==> src/rtl/halt_ctrl_pkg.sv <==
// halt_ctrl shared definitions: FSM states, the ebreak encoding, halt cause
// encodings and the exit code reported on a watchdog halt.
// Optional feature macro used by this slice: HALT_CTRL_TIMEOUT_EN.
package halt_ctrl_pkg;

  typedef enum logic [1:0] {
    ST_RUN    = 2'd0,
    ST_DRAIN  = 2'd1,
    ST_REQ    = 2'd2,
    ST_HALTED = 2'd3
  } state_e;

  localparam logic [31:0] EBREAK_INST   = 32'h0010_0073;
  localparam logic [31:0] TIMEOUT_CODE  = 32'hDEAD_0001;
  localparam logic [1:0]  CAUSE_EBREAK  = 2'd0;
  localparam logic [1:0]  CAUSE_TIMEOUT = 2'd1;

  function automatic logic is_ebreak(input logic [31:0] inst);
    return inst == EBREAK_INST;
  endfunction

endpackage

==> src/rtl/halt_ctrl_if.sv <==
// Commit / halt handshake bundle between the core+simulation side (master)
// and halt_ctrl (slave). Clock and reset stay plain ports on the modules.
interface halt_ctrl_if;

  logic        commit_valid;
  logic [31:0] commit_inst;
  logic [63:0] commit_pc;
  logic [63:0] commit_a0;
  logic        stall;
  logic        halt_valid;
  logic [31:0] halt_code;
  logic [63:0] halt_pc;
  logic [1:0]  halt_cause;
  logic        halt_ack;
  logic [63:0] retired_cnt;
  logic [63:0] cycle_cnt;

  modport master (
    output commit_valid, commit_inst, commit_pc, commit_a0, halt_ack,
    input  stall, halt_valid, halt_code, halt_pc, halt_cause,
    input  retired_cnt, cycle_cnt
  );

  modport slave (
    input  commit_valid, commit_inst, commit_pc, commit_a0, halt_ack,
    output stall, halt_valid, halt_code, halt_pc, halt_cause,
    output retired_cnt, cycle_cnt
  );

endinterface

==> src/rtl/halt_ctrl_perf_cnt64.sv <==
// perf_cnt64: free-running 64-bit counter with enable; the async active-low
// clear is the block reset. Wraps naturally modulo 2^64.
module perf_cnt64 (
  input  logic        clk,
  input  logic        rst_n,
  input  logic        en,
  output logic [63:0] cnt
);

  logic [63:0] cnt_reg;

  // Count one per enabled cycle.
  always_ff @(posedge clk or negedge rst_n) begin
    if (!rst_n) begin
      cnt_reg <= '0;
    end else if (en) begin
      cnt_reg <= cnt_reg + 64'd1;
    end
  end

  assign cnt = cnt_reg;

endmodule

==> src/rtl/halt_ctrl.sv <==
// halt_ctrl: watches retired instructions for ebreak, freezes the core, waits
// a fixed drain period, then raises a halt request that stays up until the
// simulation side acknowledges it. HALTED is terminal until reset.
// Define HALT_CTRL_TIMEOUT_EN to add a no-retire watchdog that halts with
// cause 1 and code 32'hDEAD_0001.
module halt_ctrl
  import halt_ctrl_pkg::*;
#(
  parameter int DRAIN_CYCLES   = 2,
  parameter int TIMEOUT_CYCLES = 1024
) (
  input  logic        clock,
  input  logic        reset,
  halt_ctrl_if.slave  bus
);

  // Last drain count value before moving to REQ (unused when DRAIN_CYCLES=0).
  localparam logic [3:0] DRAIN_LAST = (DRAIN_CYCLES == 0) ? 4'd0 : 4'(DRAIN_CYCLES - 1);

  state_e      state_reg, state_next;
  logic [3:0]  drain_cnt_reg, drain_cnt_next;
  logic        stall_reg, stall_next;
  logic        valid_reg, valid_next;
  logic [31:0] code_reg, code_next;
  logic [63:0] pc_reg, pc_next;
  logic [1:0]  cause_reg, cause_next;

  logic in_run;
  logic commit_in_run;
  logic ebreak_hit;
  logic timeout_hit;

  assign in_run        = (state_reg == ST_RUN);
  assign commit_in_run = in_run && bus.commit_valid;
  assign ebreak_hit    = commit_in_run && is_ebreak(bus.commit_inst);

`ifdef HALT_CTRL_TIMEOUT_EN
  localparam int WD_W = $clog2(TIMEOUT_CYCLES + 1);

  logic [WD_W-1:0] wd_reg;
  logic [63:0]     last_pc_reg;

  // Expiry happens on the cycle that would make the idle count reach the limit;
  // a commit in that cycle clears the watchdog instead, so ebreak always wins.
  assign timeout_hit = in_run && !bus.commit_valid && (wd_reg == WD_W'(TIMEOUT_CYCLES - 1));

  // Watchdog: idle RUN cycles since the last retire, plus the last retired PC.
  always_ff @(posedge clock or negedge reset) begin
    if (!reset) begin
      wd_reg      <= '0;
      last_pc_reg <= '0;
    end else if (in_run) begin
      if (bus.commit_valid) begin
        wd_reg      <= '0;
        last_pc_reg <= bus.commit_pc;
      end else if (!timeout_hit) begin
        wd_reg <= wd_reg + 1'b1;
      end
    end
  end
`else
  assign timeout_hit = 1'b0;
`endif

  // State register plus drain counter.
  always_ff @(posedge clock or negedge reset) begin
    if (!reset) begin
      state_reg     <= ST_RUN;
      drain_cnt_reg <= '0;
    end else begin
      state_reg     <= state_next;
      drain_cnt_reg <= drain_cnt_next;
    end
  end

  // Next-state logic: RUN -> DRAIN (or straight to REQ) -> REQ -> HALTED.
  always_comb begin
    state_next     = state_reg;
    drain_cnt_next = drain_cnt_reg;
    case (state_reg)
      ST_RUN: begin
        if (ebreak_hit || timeout_hit) begin
          drain_cnt_next = '0;
          state_next     = (DRAIN_CYCLES == 0) ? ST_REQ : ST_DRAIN;
        end
      end
      ST_DRAIN: begin
        if (drain_cnt_reg == DRAIN_LAST) begin
          state_next = ST_REQ;
        end else begin
          drain_cnt_next = drain_cnt_reg + 4'd1;
        end
      end
      ST_REQ: begin
        if (bus.halt_ack) begin
          state_next = ST_HALTED;
        end
      end
      ST_HALTED: begin
        state_next = ST_HALTED;
      end
      default: begin
        state_next = ST_RUN;
      end
    endcase
  end

  // Output logic: derive next registered outputs from the upcoming state so
  // stall/halt_valid change on the same edge as the state does.
  always_comb begin
    stall_next = (state_next != ST_RUN);
    valid_next = (state_next == ST_REQ);
    code_next  = code_reg;
    pc_next    = pc_reg;
    cause_next = cause_reg;
    if (ebreak_hit) begin
      code_next  = bus.commit_a0[31:0];
      pc_next    = bus.commit_pc;
      cause_next = CAUSE_EBREAK;
    end
`ifdef HALT_CTRL_TIMEOUT_EN
    else if (timeout_hit) begin
      code_next  = TIMEOUT_CODE;
      pc_next    = last_pc_reg;
      cause_next = CAUSE_TIMEOUT;
    end
`endif
  end

  // Output registers: no input reaches an output combinationally.
  always_ff @(posedge clock or negedge reset) begin
    if (!reset) begin
      stall_reg <= 1'b0;
      valid_reg <= 1'b0;
      code_reg  <= '0;
      pc_reg    <= '0;
      cause_reg <= CAUSE_EBREAK;
    end else begin
      stall_reg <= stall_next;
      valid_reg <= valid_next;
      code_reg  <= code_next;
      pc_reg    <= pc_next;
      cause_reg <= cause_next;
    end
  end

  assign bus.stall      = stall_reg;
  assign bus.halt_valid = valid_reg;
  assign bus.halt_code  = code_reg;
  assign bus.halt_pc    = pc_reg;
  assign bus.halt_cause = cause_reg;

  perf_cnt64 u_retired_cnt (
    .clk   (clock),
    .rst_n (reset),
    .en    (commit_in_run),
    .cnt   (bus.retired_cnt)
  );

  perf_cnt64 u_cycle_cnt (
    .clk   (clock),
    .rst_n (reset),
    .en    (state_reg != ST_HALTED),
    .cnt   (bus.cycle_cnt)
  );

endmodule
==> src/flat_wrapper.sv <==
// flat-port wrapper written by rule: the top's interface ports become plain ports
module halt_ctrl_flat import halt_ctrl_pkg::*;
#(
  parameter int DRAIN_CYCLES   = 2,
  parameter int TIMEOUT_CYCLES = 1024
)
  (clock, reset, bus_commit_valid, bus_commit_inst, bus_commit_pc, bus_commit_a0, bus_halt_ack, bus_stall, bus_halt_valid, bus_halt_code, bus_halt_pc, bus_halt_cause, bus_retired_cnt, bus_cycle_cnt);
  halt_ctrl_if bus_i ();
  input  logic clock;
  input  logic reset;
  input wire logic [$bits(bus_i.commit_valid)-1:0] bus_commit_valid;
  input wire logic [$bits(bus_i.commit_inst)-1:0] bus_commit_inst;
  input wire logic [$bits(bus_i.commit_pc)-1:0] bus_commit_pc;
  input wire logic [$bits(bus_i.commit_a0)-1:0] bus_commit_a0;
  input wire logic [$bits(bus_i.halt_ack)-1:0] bus_halt_ack;
  output wire logic [$bits(bus_i.stall)-1:0] bus_stall;
  output wire logic [$bits(bus_i.halt_valid)-1:0] bus_halt_valid;
  output wire logic [$bits(bus_i.halt_code)-1:0] bus_halt_code;
  output wire logic [$bits(bus_i.halt_pc)-1:0] bus_halt_pc;
  output wire logic [$bits(bus_i.halt_cause)-1:0] bus_halt_cause;
  output wire logic [$bits(bus_i.retired_cnt)-1:0] bus_retired_cnt;
  output wire logic [$bits(bus_i.cycle_cnt)-1:0] bus_cycle_cnt;
  assign bus_i.commit_valid = bus_commit_valid;
  assign bus_i.commit_inst = bus_commit_inst;
  assign bus_i.commit_pc = bus_commit_pc;
  assign bus_i.commit_a0 = bus_commit_a0;
  assign bus_i.halt_ack = bus_halt_ack;
  assign bus_stall = bus_i.stall;
  assign bus_halt_valid = bus_i.halt_valid;
  assign bus_halt_code = bus_i.halt_code;
  assign bus_halt_pc = bus_i.halt_pc;
  assign bus_halt_cause = bus_i.halt_cause;
  assign bus_retired_cnt = bus_i.retired_cnt;
  assign bus_cycle_cnt = bus_i.cycle_cnt;
  halt_ctrl #(.DRAIN_CYCLES(DRAIN_CYCLES), .TIMEOUT_CYCLES(TIMEOUT_CYCLES)) u_core (.clock(clock), .reset(reset), .bus(bus_i));
endmodule
==> config.mk <==
export PLATFORM = sky130hd
export DESIGN_NAME = halt_ctrl_flat
export DESIGN_NICKNAME = d
export VERILOG_FILES = /design/src/rtl/halt_ctrl_pkg.sv /design/src/rtl/halt_ctrl_if.sv /design/src/rtl/halt_ctrl_perf_cnt64.sv /design/src/rtl/halt_ctrl.sv /design/src/flat_wrapper.sv
export SDC_FILE = /design/constraint.sdc
export NUM_CORES = 1
export LEC_CHECK = 0
export ABC_CLOCK_PERIOD_IN_PS = 5800
export CORE_AREA = 10 10 160 162
export CTS_CLUSTER_DIAMETER = 40
export DETAILED_ROUTE_END_ITERATION = 10
export DIE_AREA = 0 0 170 172
export PLACE_DENSITY = 0.92
export SYNTH_ARGS = -nofsm -noshare
export SYNTH_HDL_FRONTEND = slang
export SYNTH_HIERARCHICAL = 1
export SYNTH_SLANG_ARGS = --single-unit
==> constraint.sdc <==
create_clock -name clock -period 5.8 [get_ports clock]
set_clock_uncertainty 0.2 [all_clocks]
set_input_delay 1.16 -clock clock [delete_from_list [all_inputs] [get_ports clock]]
set_output_delay 1.16 -clock clock [all_outputs]
set_load 0.005 [all_outputs]
Word-level counts from Yosys, hierarchy flattened
Index checks and enable logic that the tools add are counted.

storage, ports and cells
  bits in registers = 232
  bits in latches = 0
  RAM bits = 0
  memory bits (read-only) = 0
  bits of input ports = 164
  output and inout port bits = 228
  word-level logic and storage cells = 33
  memories kept = 0

cells by class
  add/subtract/negate cells = 3
  multiply operators = 0
  div/mod/pow operators = 0
  order comparisons = 0
  equal/unequal tests = 9
  shift operators = 0
  muxes and demuxes = 7
  bitwise logic cells = 0
  reductions and logical operators = 6

operators with widths
  cell                     number
  $add A64 B1 Y64 const B  2
  $eq A32 B21 Y1 const B   1
  $mux W4                  2
  $pmux W2 S4              1
  $pmux W4 S2              1
  $eq A2 B2 Y1 const B     3
  $mux W2                  3
  $ne A2 B2 Y1 const B     3
  $add A4 B1 Y4 const B    1
  $eq A4 B1 Y1 const B     1
  $reduce_bool A2 Y1       2
  $reduce_and A3 Y1        1
  $eq A2 B1 Y1 const B     1
  $logic_and A1 B1 Y1      2
  $logic_not A2 Y1         1

Logic depth before layout (Yosys ltp)
  depth after elaboration = 6
  mapped depth = 7
  mapped depth without buffers = 6

Hierarchy
Netlist, hierarchy kept.

modules (own cells, without submodules)
  module                              instances  cells an instance  area an instance (um^2)  seq. area each (um^2)
  halt_ctrl                           1          263                4455.5                   2602.5
  perf_cnt64 at u_core.u_retired_cnt  1          285                3098.0                   1601.5
  perf_cnt64 at u_core.u_cycle_cnt    1          292                3089.2                   1601.5

Worst setup path before layout
Ideal clock, no wire load.

  path type = input to register
  start = input bus_commit_valid
  end = register u_core.u_retired_cnt.cnt_reg[33] (netlist: u_core/u_retired_cnt/cnt[33])
  setup time = 79 ps
  arrival = 2562 ps
  data required time = 5521 ps
  slack = 2958 ps
  cell stages on the path = 6
  path buffers = 0
  cells stage by stage = nor3b_4 nand4_2 nor4_4 nand3_2 nor4_2 xor2_1

between the ends
  cells in the longest elaborated chain, start to end = 1

ends and longest elaborated chain
  item                  RTL line                    source
  start, declared       flat_wrapper.sv:11          input wire logic [$bits(bus_i.commit_valid)-1:0] bus_commit_valid;
  $logic_and A1 B1 Y1   halt_ctrl.sv:34             assign commit_in_run = in_run && bus.commit_valid;
  end signal, assigned  halt_ctrl_perf_cnt64.sv:17  cnt_reg <= cnt_reg + 64'd1;
  end, declared         halt_ctrl_perf_cnt64.sv:10  logic [63:0] cnt_reg;

No other way between the ends.
A chain may end at the register's enable or synchronous reset.

Worst setup path in the final report
  start = input bus_commit_valid
  end = register u_core.pc_reg[46] (netlist: u_core/bus.halt_pc[46])

between the ends
  cells in the longest elaborated chain, start to end = 2

ends and longest elaborated chain
  item                            RTL line          source
  $logic_and A1 B1 Y1             halt_ctrl.sv:34
  named net u_core.commit_in_run  halt_ctrl.sv:29   logic commit_in_run;
  $logic_and A1 B1 Y1             halt_ctrl.sv:35   assign ebreak_hit = commit_in_run && is_ebreak(bus.commit_inst);
  end signal, assigned            halt_ctrl.sv:142  pc_reg <= pc_next;
  end, declared                   halt_ctrl.sv:25   logic [63:0] pc_reg, pc_next;

The timed path passes the listed nets, and every way through them passes these cells.

==> reports/results.txt <==
Final setup viols -> 0
Critical Path Sink Type -> flip-flop
share of layout cells above drive strength 1 -> 15.6%
number of core rows -> 55
Worst-Margin Slew -> 0.783 ns
FF+latch area -> 0.00581 mm^2
first-pass GRT wire length -> 52,700 um
Mapped Area -> 0.0106 mm^2
Area growth, synth to finish -> 46.6%
Pins Over Slew Limit -> 0
Unique masters post-synth -> 48
Mean Syn Cell Area -> 12.7 um^2
vias -> 8,177
drt first pass iters -> 5
Max Buffers Root-to-Sink -> 3
fin cells -> 1,538
Min-Delay Endpoint -> u_core/u_cycle_cnt/cnt[63]$_DFFE_PN0P_
initial antenna violation count -> 4
gr usage total -> 22.9%
setup bufs post-CTS -> 0
flops & latches, synth -> 232
Post-CTS Hold Fix Bufs -> 0
CTS Buf Count -> 35
largest net degree at the start of global routing -> 132
r2r endpoint -> u_core/bus.halt_pc[46]$_DFFE_PN0P_
post-DR wirelength/cell -> 22.1 um
dominant cell type by area after synthesis -> dfrtp_1
static leakage -> 6.88 nW
Syn. warnings -> 6
IO Pins -> 392
largest fanout on the critical path -> 85
number of port buffers -> 357
R2R Setup Slk -> 2.99 ns
Cell Pwr Density -> 257 mW/mm^2
RSZ-0062 raised after global routing -> false
htree depth -> 2
die width -> 170 um
Core Region -> 0.0224 mm^2
share of the synthesized area in the top cell type -> 54.5%
most common cell after layout, fill and taps aside -> clkdlybuf4s50_1
final core utilization -> 69.7%
vias in the first global route -> 8,876
multi-input logic area -> 0.00454 mm^2
Hold Path Cell Cnt -> 1
Placer Congestion -> 0.910
main area contributors after synthesis -> dfrtp_1 55%, mux2_4 8.9%, xor2_1 5.5%, xnor2_1 4.9%, mux2_2 2.6%
# DRC -> 0
sequential element share of the synthesized area -> 54.5%
fin nets -> 1,391
Final Hold Fails -> 0
R2R cell count -> 5
worst reg2reg path startpoint -> u_core/state_reg[1]$_DFF_PN0_
Cells after DPL -> 1,471
Slew headroom -> 47.8%
Via density -> 5.32
status -> completed
final wirelength -> 34,000 um
clk_lat worst skew -> 0.50 ns
CP Class -> in -> reg
total die area -> 0.0292 mm^2
CTS tree -> done
Required @ worst endpoint -> 5.96 ns
ANT nets after route -> 0
gate count of the mapped netlist -> 840
fin crit share -> 57.1%
Clock Pin Slew Worst Setup and Hold Paths -> 0.05 ns
FILL cells -> 1,477
crit path DAT -> 3.47 ns
DR iter-0 viols -> 755
Post-synth ARST share -> 100%
grt total ovfl -> 0
hold path startpoint -> u_core/u_cycle_cnt/cnt[63]$_DFFE_PN0P_
minimum clock period -> 3.31 ns
commonest cells after routing, fill and taps aside -> 356 x clkdlybuf4s50_1, 232 x dfrtp_1, 67 x xor2_1
clk sinks -> 232
peak supply drop -> 0.000236 V
Setup TNS Final -> 0 ns
startpoint types -> input pin
root buf cell -> clkbuf_16
top_reg_cell synth -> dfrtp_1
Hold Crit Class -> reg -> reg
die height -> 172 um
# resized after CTS -> 0
f_max -> 0.302 GHz
# Max-Cap Violations -> 0
starting density of the core -> 47.6%
Post-synth EDFFs -> 0
post-DP HPWL -> 24,900 um
worst max path at each step:
stage	startpoint	to	slack [ns]	cells past startpoint
after CTS	bus_commit_valid	u_core/bus.halt_pc[46]$_DFFE_PN0P_	2.51	6
after global routing	bus_commit_valid	u_core/u_retired_cnt/cnt[52]$_DFFE_PN0P_	2.34	7
after detailed placement	bus_commit_valid	u_core/bus.halt_pc[46]$_DFFE_PN0P_	1.99	6
after global placement	bus_commit_valid	u_core/bus.halt_code[25]$_DFFE_PN0P_	2.05	6
after floorplan	bus_commit_valid	u_core/u_retired_cnt/cnt[33]$_DFFE_PN0P_	2.96	6
final	bus_commit_valid	u_core/bus.halt_pc[46]$_DFFE_PN0P_	2.49	6
synth_stat cells (6+ instances only):
cell	instances
nand4_1	35
inv_1	26
nor3_1	38
mux2_1	11
nand3_2	6
xor2_1	67
dfrtp_1	232
nand2_1	65
nor4_1	13
nand3_1	49
mux2_4	63
xnor2_1	59
nand4_2	9
buf_12	7
nor2_1	54
mux2_2	25
nor4_2	13
worst max-delay path: stages:
cell and delay [ns]:
clkdlybuf4s50_1 0.45, nor3b_4 0.40, nand3_1 0.26, nor3_4 0.24, buf_12 0.47, mux2_1 0.41
stage by stage:
stage	setup slack, ns	hold WS (ns)	area (um^2)	power (mW)
floorplan	2.96	0.265	10600	1.76
global placement	2.05	0.257	14400	1.95
detailed placement	1.99	0.270	14400	1.96
CTS	2.51	0.275	15600	4.05
global route	2.34	0.303	15600	4.15
finish	2.49	0.274	15600	4.01
cells by family after synthesis:
family	synth area share, %
AOI/OAI and AO/OA	0.764
xor gates and xnor gates	10.4
adders and majority gates	0.470
buffers and inverters	2.84
DFF	54.5
muxes	12.8
other	0.0352
and+or+nand+nor	18.2
report_power, final:
group          switching [mW]  internal (mW)  leakage (nW)  total [mW]
Clock                   0.761           1.31         0.551        2.07
Combinational          0.0959          0.148          3.17       0.244
Sequential             0.0449           1.65          3.16        1.69
cell type report:
type                       instances  share of cell area, %
tap                              285                   2.29
clock inverter                    17                   1.32
antenna                            4                 0.0642
inverter                          26                  0.626
multi-input combinational        568                   29.1
sequential                       232                   37.2
clock buffer                      46                   6.14
timing repair buffer             360                   23.2
routing by layer:
layer	wire (um)	up-vias	GRT usage (%)	share of wire (%)
li1	-	3721	-	-
met1	13000	4089	26.0	38
met2	17100	318	39.2	50
met3	3120	49	8.50	9.2
met4	833	0	7.44	2.5
met5	0	-	0	0
Note: power is estimated with default switching activity, not from simulation.
